===== config.mk =====
export PLATFORM = sky130hd
export DESIGN_NAME = ts_frame_builder
export DESIGN_NICKNAME = d
export VERILOG_FILES = /design/src/rtl/ts_frame_pkg.sv /design/src/rtl/ts_period_tick.sv /design/src/rtl/ts_frame_builder.sv
export SDC_FILE = /design/constraint.sdc
export NUM_CORES = 1
export LEC_CHECK = 0
export ABC_CLOCK_PERIOD_IN_PS = 4950
export CORE_UTILIZATION = 50
export CTS_BUF_LIST = sky130_fd_sc_hd__clkbuf_16
export DETAILED_ROUTE_END_ITERATION = 10
export PLACE_DENSITY = 0.85
export RECOVER_POWER = 50
export SLEW_MARGIN = 5
export SYNTH_ARGS = -nofsm -noshare
export SYNTH_HDL_FRONTEND = slang
export SYNTH_SLANG_ARGS = --single-unit
export TNS_END_PERCENT = 30

===== constraint.sdc =====
create_clock -name CLK_10HZ -period 4.95 [get_ports CLK_10HZ]
set_input_delay 0.99 -clock CLK_10HZ [delete_from_list [all_inputs] [get_ports CLK_10HZ]]
set_output_delay 0.99 -clock CLK_10HZ [all_outputs]
set_load 0.05 [all_outputs]

===== src/rtl/ts_frame_pkg.sv =====
// ts_frame_pkg: shared constants, state encoding and frame byte mux for the timestamp frame builder
package ts_frame_pkg;

    localparam logic [7:0] SYNC_DEFAULT = 8'hEB;
    localparam int         FRAME_LEN    = 5;
    localparam logic [2:0] LAST_IDX     = 3'(FRAME_LEN - 1);

    typedef enum logic {IDLE, SEND} state_t;

    // Byte 4 is the XOR checksum of the sync byte and the three snapshot bytes.
    function automatic logic [7:0] frame_byte(input logic [7:0] sync, input logic [23:0] snap, input logic [2:0] idx);
        logic [7:0] sum;
        sum = sync ^ snap[23:16] ^ snap[15:8] ^ snap[7:0];
        return idx == 3'd0 ? sync :
               idx == 3'd1 ? snap[23:16] :
               idx == 3'd2 ? snap[15:8] :
               idx == 3'd3 ? snap[7:0] : sum;
    endfunction

endpackage


===== src/rtl/ts_period_tick.sv =====
// ts_period_tick: period counter that pulses TICK once every PERIOD enabled clocks
module ts_period_tick
    import ts_frame_pkg::*;
#(
    parameter int PERIOD = 10
) (
    input  logic CLK_10HZ,
    input  logic RESET,
    input  logic ENABLE,
    output logic TICK
);

    localparam int CW = PERIOD > 1 ? $clog2(PERIOD) : 1;

    logic [CW-1:0] count;

    assign TICK = ENABLE && count == CW'(PERIOD - 1);

    // Count while enabled, wrap on the request tick, hold at zero while disabled.
    always_ff @(posedge CLK_10HZ or negedge RESET) begin
        if (!RESET)
            count <= '0;
        else if (!ENABLE || TICK)
            count <= '0;
        else
            count <= count + 1'b1;
    end

endmodule


===== src/rtl/ts_frame_builder.sv =====
// ts_frame_builder: emits a 5-byte sync/timestamp/checksum frame once per period over a valid/ready byte stream
module ts_frame_builder
    import ts_frame_pkg::*;
#(
    parameter int         PERIOD    = 10,
    parameter logic [7:0] SYNC_BYTE = SYNC_DEFAULT
) (
    input  logic        CLK_10HZ,
    input  logic        RESET,
    input  logic [23:0] TIMESTAMP,
    input  logic        ENABLE,
    input  logic        TX_READY,
    output logic [7:0]  TX_DATA,
    output logic        TX_VALID,
    output logic        TX_LAST,
    output logic        OVERRUN,
    output logic [7:0]  FRAME_CNT
);

    state_t      state;
    logic [2:0]  idx;
    logic [23:0] snap;
    logic        tick;

    ts_period_tick #(.PERIOD(PERIOD)) u_tick (
        .CLK_10HZ (CLK_10HZ),
        .RESET    (RESET),
        .ENABLE   (ENABLE),
        .TICK     (tick)
    );

    // Frame sequencer: outputs are registered so the next byte is precomputed on each handshake.
    always_ff @(posedge CLK_10HZ or negedge RESET) begin
        if (!RESET) begin
            state     <= IDLE;
            idx       <= '0;
            snap      <= '0;
            TX_DATA   <= '0;
            TX_VALID  <= 1'b0;
            TX_LAST   <= 1'b0;
            OVERRUN   <= 1'b0;
            FRAME_CNT <= '0;
        end else if (state == IDLE) begin
            if (tick) begin
                state    <= SEND;
                idx      <= '0;
                snap     <= TIMESTAMP;
                TX_VALID <= 1'b1;
                TX_DATA  <= SYNC_BYTE;
                TX_LAST  <= 1'b0;
            end
        end else begin
            if (tick)
                OVERRUN <= 1'b1;
            if (TX_READY) begin
                if (idx == LAST_IDX) begin
                    state     <= IDLE;
                    idx       <= '0;
                    TX_VALID  <= 1'b0;
                    TX_DATA   <= '0;
                    TX_LAST   <= 1'b0;
                    FRAME_CNT <= FRAME_CNT + 8'd1;
                end else begin
                    idx     <= idx + 3'd1;
                    TX_DATA <= frame_byte(SYNC_BYTE, snap, idx + 3'd1);
                    TX_LAST <= idx + 3'd1 == LAST_IDX;
                end
            end
        end
    end

endmodule


# ---- Word level (Yosys, flattened, before mapping)
# Cells that the tools add are included.
dict set report op_classes {
  eq_ne 8
  bitwise_logic 4
  n_mux 25
  addsub 3
  reduce_logical 10
}
# op n
set op_table {}
lappend op_table {{$mux W8} 8}
lappend op_table {{$xor A8 B8 Y8} 2}
lappend op_table {{$mux W1} 12}
lappend op_table {{$mux W3} 4}
lappend op_table {{$add A8 B1 Y8 const B} 1}
lappend op_table {{$eq A3 B2 Y1 const B} 2}
lappend op_table {{$eq A3 B3 Y1 const B} 2}
lappend op_table {{$not A6 Y6} 1}
lappend op_table {{$reduce_and A2 Y1} 3}
lappend op_table {{$reduce_and A3 Y1} 2}
lappend op_table {{$add A4 B1 Y4 const B} 1}
lappend op_table {{$eq A4 B4 Y1 const B} 1}
lappend op_table {{$mux W4} 1}
lappend op_table {{$add A3 B1 Y3 const B} 1}
lappend op_table {{$eq A3 B1 Y1 const B} 1}
lappend op_table {{$logic_not A3 Y1} 1}
lappend op_table {{$ne A2 B1 Y1 const B} 1}
lappend op_table {{$ne A2 B2 Y1 const B} 1}
lappend op_table {{$reduce_bool A2 Y1} 1}
lappend op_table {{$logic_and A1 B1 Y1} 1}
lappend op_table {{$logic_not A1 Y1} 1}
lappend op_table {{$logic_or A1 B1 Y1} 1}
lappend op_table {{$not A1 Y1} 1}
dict set report word_totals {
  output_inout_bits 19
  elab_cells 59
  input_bits 28
  ff_bits 51
}

# ---- Longest topological paths before layout
dict set report logic_depth {
  ltp_word 10
  mapped_depth 8
  ltp_nobuf 6
}

# ---- Modules after synthesis
# A second synthesis with hierarchy kept.
dict set report unflattened {
  cells_unflattened 302
  area_unflattened_um2 2701.3
}
# module area_per_inst_um2 n_inst cells_each seq_area_each_um2
set modules_own_cells {}
lappend modules_own_cells {ts_frame_builder 2488.6 1 282 1176.1}
lappend modules_own_cells {ts_period_tick 212.7 1 20 100.1}

# ---- Worst setup path after synthesis
# Ideal clock, no wire load.
dict set report synth_timing {
  kind {input -> register}
  start {in TX_READY}
  end {reg FRAME_CNT[6]}
  slack_ns 3.068
  t_arrival_ns 1.741
  stages 5
  setup_ns 0.141
  required_time_ns 4.809
  cell_sequence {buf_2 -> nand4_4 -> nor2_2 -> nand4_1 -> xnor2_1}
}
dict set report synth_between {
  elab_chain_len 1
}
# element line
set synth_rtl {}
lappend synth_rtl {{start, declared} ts_frame_builder.sv:12} ;# input logic TX_READY,
lappend synth_rtl {{$reduce_and A3 Y1 (no line)} n/a}
lappend synth_rtl {{end signal, assigned} ts_frame_builder.sv:62} ;# FRAME_CNT <= FRAME_CNT + 8'd1;
lappend synth_rtl {{end, declared} ts_frame_builder.sv:17} ;# output logic [7:0] FRAME_CNT
# Every way passes these cells.
# A chain may end at the register's enable or synchronous reset.

# ---- Worst setup path after layout
dict set report layout_timing {
  start {in ENABLE}
  end {reg snap[7]}
}
dict set report layout_between {
  elab_chain_len 2
}
# element line
set layout_rtl {}
lappend layout_rtl {{start, declared} ts_frame_builder.sv:11} ;# input logic ENABLE,
lappend layout_rtl {{$logic_and A1 B1 Y1} ts_period_tick.sv:17} ;# assign TICK = ENABLE && count == CW'(PERIOD - 1);
lappend layout_rtl {{$reduce_and A2 Y1 (no line)} n/a}
lappend layout_rtl {{end signal, assigned} ts_frame_builder.sv:37} ;# snap <= '0;
lappend layout_rtl {{end signal, assigned} ts_frame_builder.sv:47} ;# snap <= TIMESTAMP;
lappend layout_rtl {{end, declared} ts_frame_builder.sv:22} ;# logic [23:0] snap;
# Every way passes these cells.

==> impl_metrics.json <==
{
  "cp.arrival_ns": 3.35,
  "path_class": "in2reg",
  "crit_chain": "dlygate4sd3_1, nand4b_4, nor2_2, clkbuf_1, mux2_2",
  "required_ns": 5.13,
  "failed_checks": "max-capacitance violations, max-slew violations",
  "dieArea_um2": 5570,
  "drt_iter0_markers": 114,
  "syn_to_final_growth_pct": 22.7,
  "fillers": 437,
  "cts_resized": 0,
  "cts_made_buffers": 5,
  "swShare_pct": 41.5,
  "relSlewSlack_pct": -79.7,
  "clockBufferDepth": 2,
  "wl_um": 5490,
  "grt-ovfl-total": 0,
  "seq_area_frac_synth_pct": 48.4,
  "synth_edf_count": 0,
  "place_congestion": 0.825,
  "fmax_ghz": 0.315,
  "synthCells": 250,
  "utilization_pct": 63.4,
  "setup_tns_ns": 0,
  "power_density_nw_per_um2": 478,
  "slowest_delay_ns": 1.07,
  "synth_top_cell_by_area": "dfrtp_1",
  "clk_pin_slew_ns": 0.07,
  "p_comb_share_pct": 42.9,
  "first_pass_iters": 4,
  "antennaDiodeCount": 0,
  "syn-num-nets": 287,
  "antenna_found_initial": 0,
  "die_w_um": 74.6,
  "post_drt_wl_per_cell_um": 15.2,
  "grt_pass1_wl_um": 8870,
  "core_area_um2": 5110,
  "clock-sinks": 51,
  "setup_viol": 0,
  "cp_max_fo": 30,
  "ir_drop_v": 0.000265,
  "syn_area_per_cell_um2": 10.6,
  "power_switching_mw": 0.641,
  "synth.area.top_cells": "dfrtp_1, mux2_2, a21oi_1",
  "hpwlAfterDp_um": 3710,
  "p_leak_nw": 1.46,
  "start_util_pct": 51.7,
  "ys_types": 36,
  "portBuffers": 46,
  "critical_path.slowest_cell": "clkbuf_1",
  "yosys.area.top_type_share_pct": 48.4,
  "intPower_mw": 0.906,
  "period_needed_ns": 3.17,
  "synth_ff_type": "dfrtp_1",
  "slew_violations": 52,
  "cts_hold_buf": 0,
  "drt.antenna.violating_nets": 0,
  "rows": 26,
  "grt_max_degree": 52,
  "pwr-share-clk_pct": 21.7,
  "via_per_inst": 5.56,
  "status": "complete, but fails checks",
  "yosys_warnings": 0,
  "layout-drive-gt1-share_pct": 12.0,
  "period_share_pct": 64.1,
  "maxCapViolations": 1,
  "die_h_um": 74.6,
  "tightest_slew_ns": 2.70,
  "drc": 0,
  "synthArstFlopShare_pct": 100,
  "clk_latency_ns": 0.29,
  "htree_num_levels": 2,
  "pwr-share-seq_pct": 35.4,
  "io_pins": 47,
  "rsz0062_at_grt": "no",
  "finalNetCount": 328,
  "ys_ff_latch": 51,
  "grtUsageTotal_pct": 21.4,
  "hold_path.class": "reg2reg",
  "finClkSkew_ns": 0.00460,
  "synth_area_um2": 2640,
  "dr_total_vias": 2013,
  "grt_pass1_vias": 1955,
  "cts_setup_buffers": 0,
  "crit_path_end_kind": "flop",
  "cts_root_buf": "clkbuf_16",
  "hold_viol_final": 0,
  "cts_tree": "yes",
  "cp-start-kind": "input port"
}
==> sequential cells by signal, summed over array words and instances, names as in the netlist, 3 cells and up <==
signal and count:
snap 24, TX_DATA 8, u_tick.count 4, idx 3, FRAME_CNT 8
==> cell type report <==
class                           count  area, um^2  area share, %
Multi-Input combinational cell    174        1230           38.0
Clock buffer                        5         125           3.87
Timing Repair Buffer               47         458           14.1
Sequential cell                    51        1280           39.4
Clock inverter                      3        16.3          0.503
Tap cell                           70        87.6           2.71
Inverter                           12        45.0           1.39
==> metrics by stage <==
step	instances	power, mW	setup WS, ns	instance area (um^2)	hold WS, ns
finish	362	1.55	1.78	3240	0.468
global route	362	1.63	1.35	3240	0.498
CTS	362	1.56	2.39	3240	0.476
detailed placement	354	1.21	2.24	3100	0.455
global placement	354	1.19	2.26	3100	0.448
floorplan	250	1.03	3.07	2640	0.459
==> cells by family after synthesis <==
logic type                 share of synthesized area (%)
AOI/OAI and AO/OA                                   14.8
buffers and inverters                               5.07
and+or+nand+nor                                     11.4
DFF                                                 48.4
adders and majority gates                           4.27
muxes                                               11.1
xor gates and xnor gates                            4.98
==> per-layer routing <==
| metal | global-route usage, % | part of all wire (%) |
|---|---|---|
| met3 | 6.29 | 4.5 |
| met1 | 27.5 | 43 |
| met2 | 34.6 | 51 |
| met5 | 0 | 0 |
| met4 | 7.55 | 1.2 |
==> final timing paths <==
path,start,endpoint,slack [ns],depth (start not counted)
max in group asynchronous,RESET,u_tick.count[1]$_DFF_PN0_,1.87,1
hold reg to reg,FRAME_CNT[7]$_DFFE_PN0P_,FRAME_CNT[7]$_DFFE_PN0P_,0.47,1
min in group asynchronous,RESET,snap[3]$_DFFE_PN0P_,1.55,1
setup reg to reg,u_tick.count[1]$_DFF_PN0_,snap[7]$_DFFE_PN0P_,2.46,6
setup / recovery,ENABLE,snap[7]$_DFFE_PN0P_,1.78,5
hold / removal,FRAME_CNT[7]$_DFFE_PN0P_,FRAME_CNT[7]$_DFFE_PN0P_,0.47,1
==> critical path, delay by kind of cell <==
kind                   cells  cell delay [ns]
buffers and inverters      2             1.71
muxes                      1             0.43
and+or+nand+nor            2             0.21
==> placed cells by master, fill, tap and decap left out, types with 2 or more instances in the layout <==
cell type and instances:
clkbuf_1 2, o2bb2ai_1 3, nor2_1 14, nand2b_1 2, inv_1 13, nor2_2 2, mux2_2 24, ha_1 9
nand2_1 19, o21a_1 2, nand3_1 2, dlygate4sd3_1 2, mux2_1 2, xor2_1 2, clkbuf_16 5, o32a_1 2
and3_1 3, o2111ai_1 2, nand4_1 5, xnor2_1 13, dfrtp_1 51, a21oi_1 33, o21ai_0 15, and2_1 2
o22ai_1 6, a21o_1 2, nor2b_1 3, clkdlybuf4s50_1 43
==> Yosys cell counts, types with 2 or more instances <==
master,number
o32a_1,2
a21oi_1,33
nand4_1,5
nor2b_1,3
nor2_2,2
xor2_1,2
o21ai_0,15
nand2b_1,2
ha_1,9
mux2_2,24
xnor2_1,13
buf_4,3
clkbuf_1,2
and2_1,2
o2111ai_1,2
inv_1,12
dfrtp_1,51
nand2_1,19
nor2_1,14
o22ai_1,6
a21o_1,2
o2bb2ai_1,3
buf_6,3
mux2_1,2
buf_2,4
o21a_1,2
and3_1,3
nand3_1,2
==> power groups by stage <==
stage | Clock (mW) | Sequential, mW | Combinational [mW]
CTS | 0.342 | 0.546 | 0.668
floorplan | 0 | 0.688 | 0.339
detailed placement | 0 | 0.552 | 0.662
finish | 0.335 | 0.548 | 0.664
global placement | 0 | 0.550 | 0.642
global route | 0.355 | 0.555 | 0.720
Power figures use the tool's default switching activity.
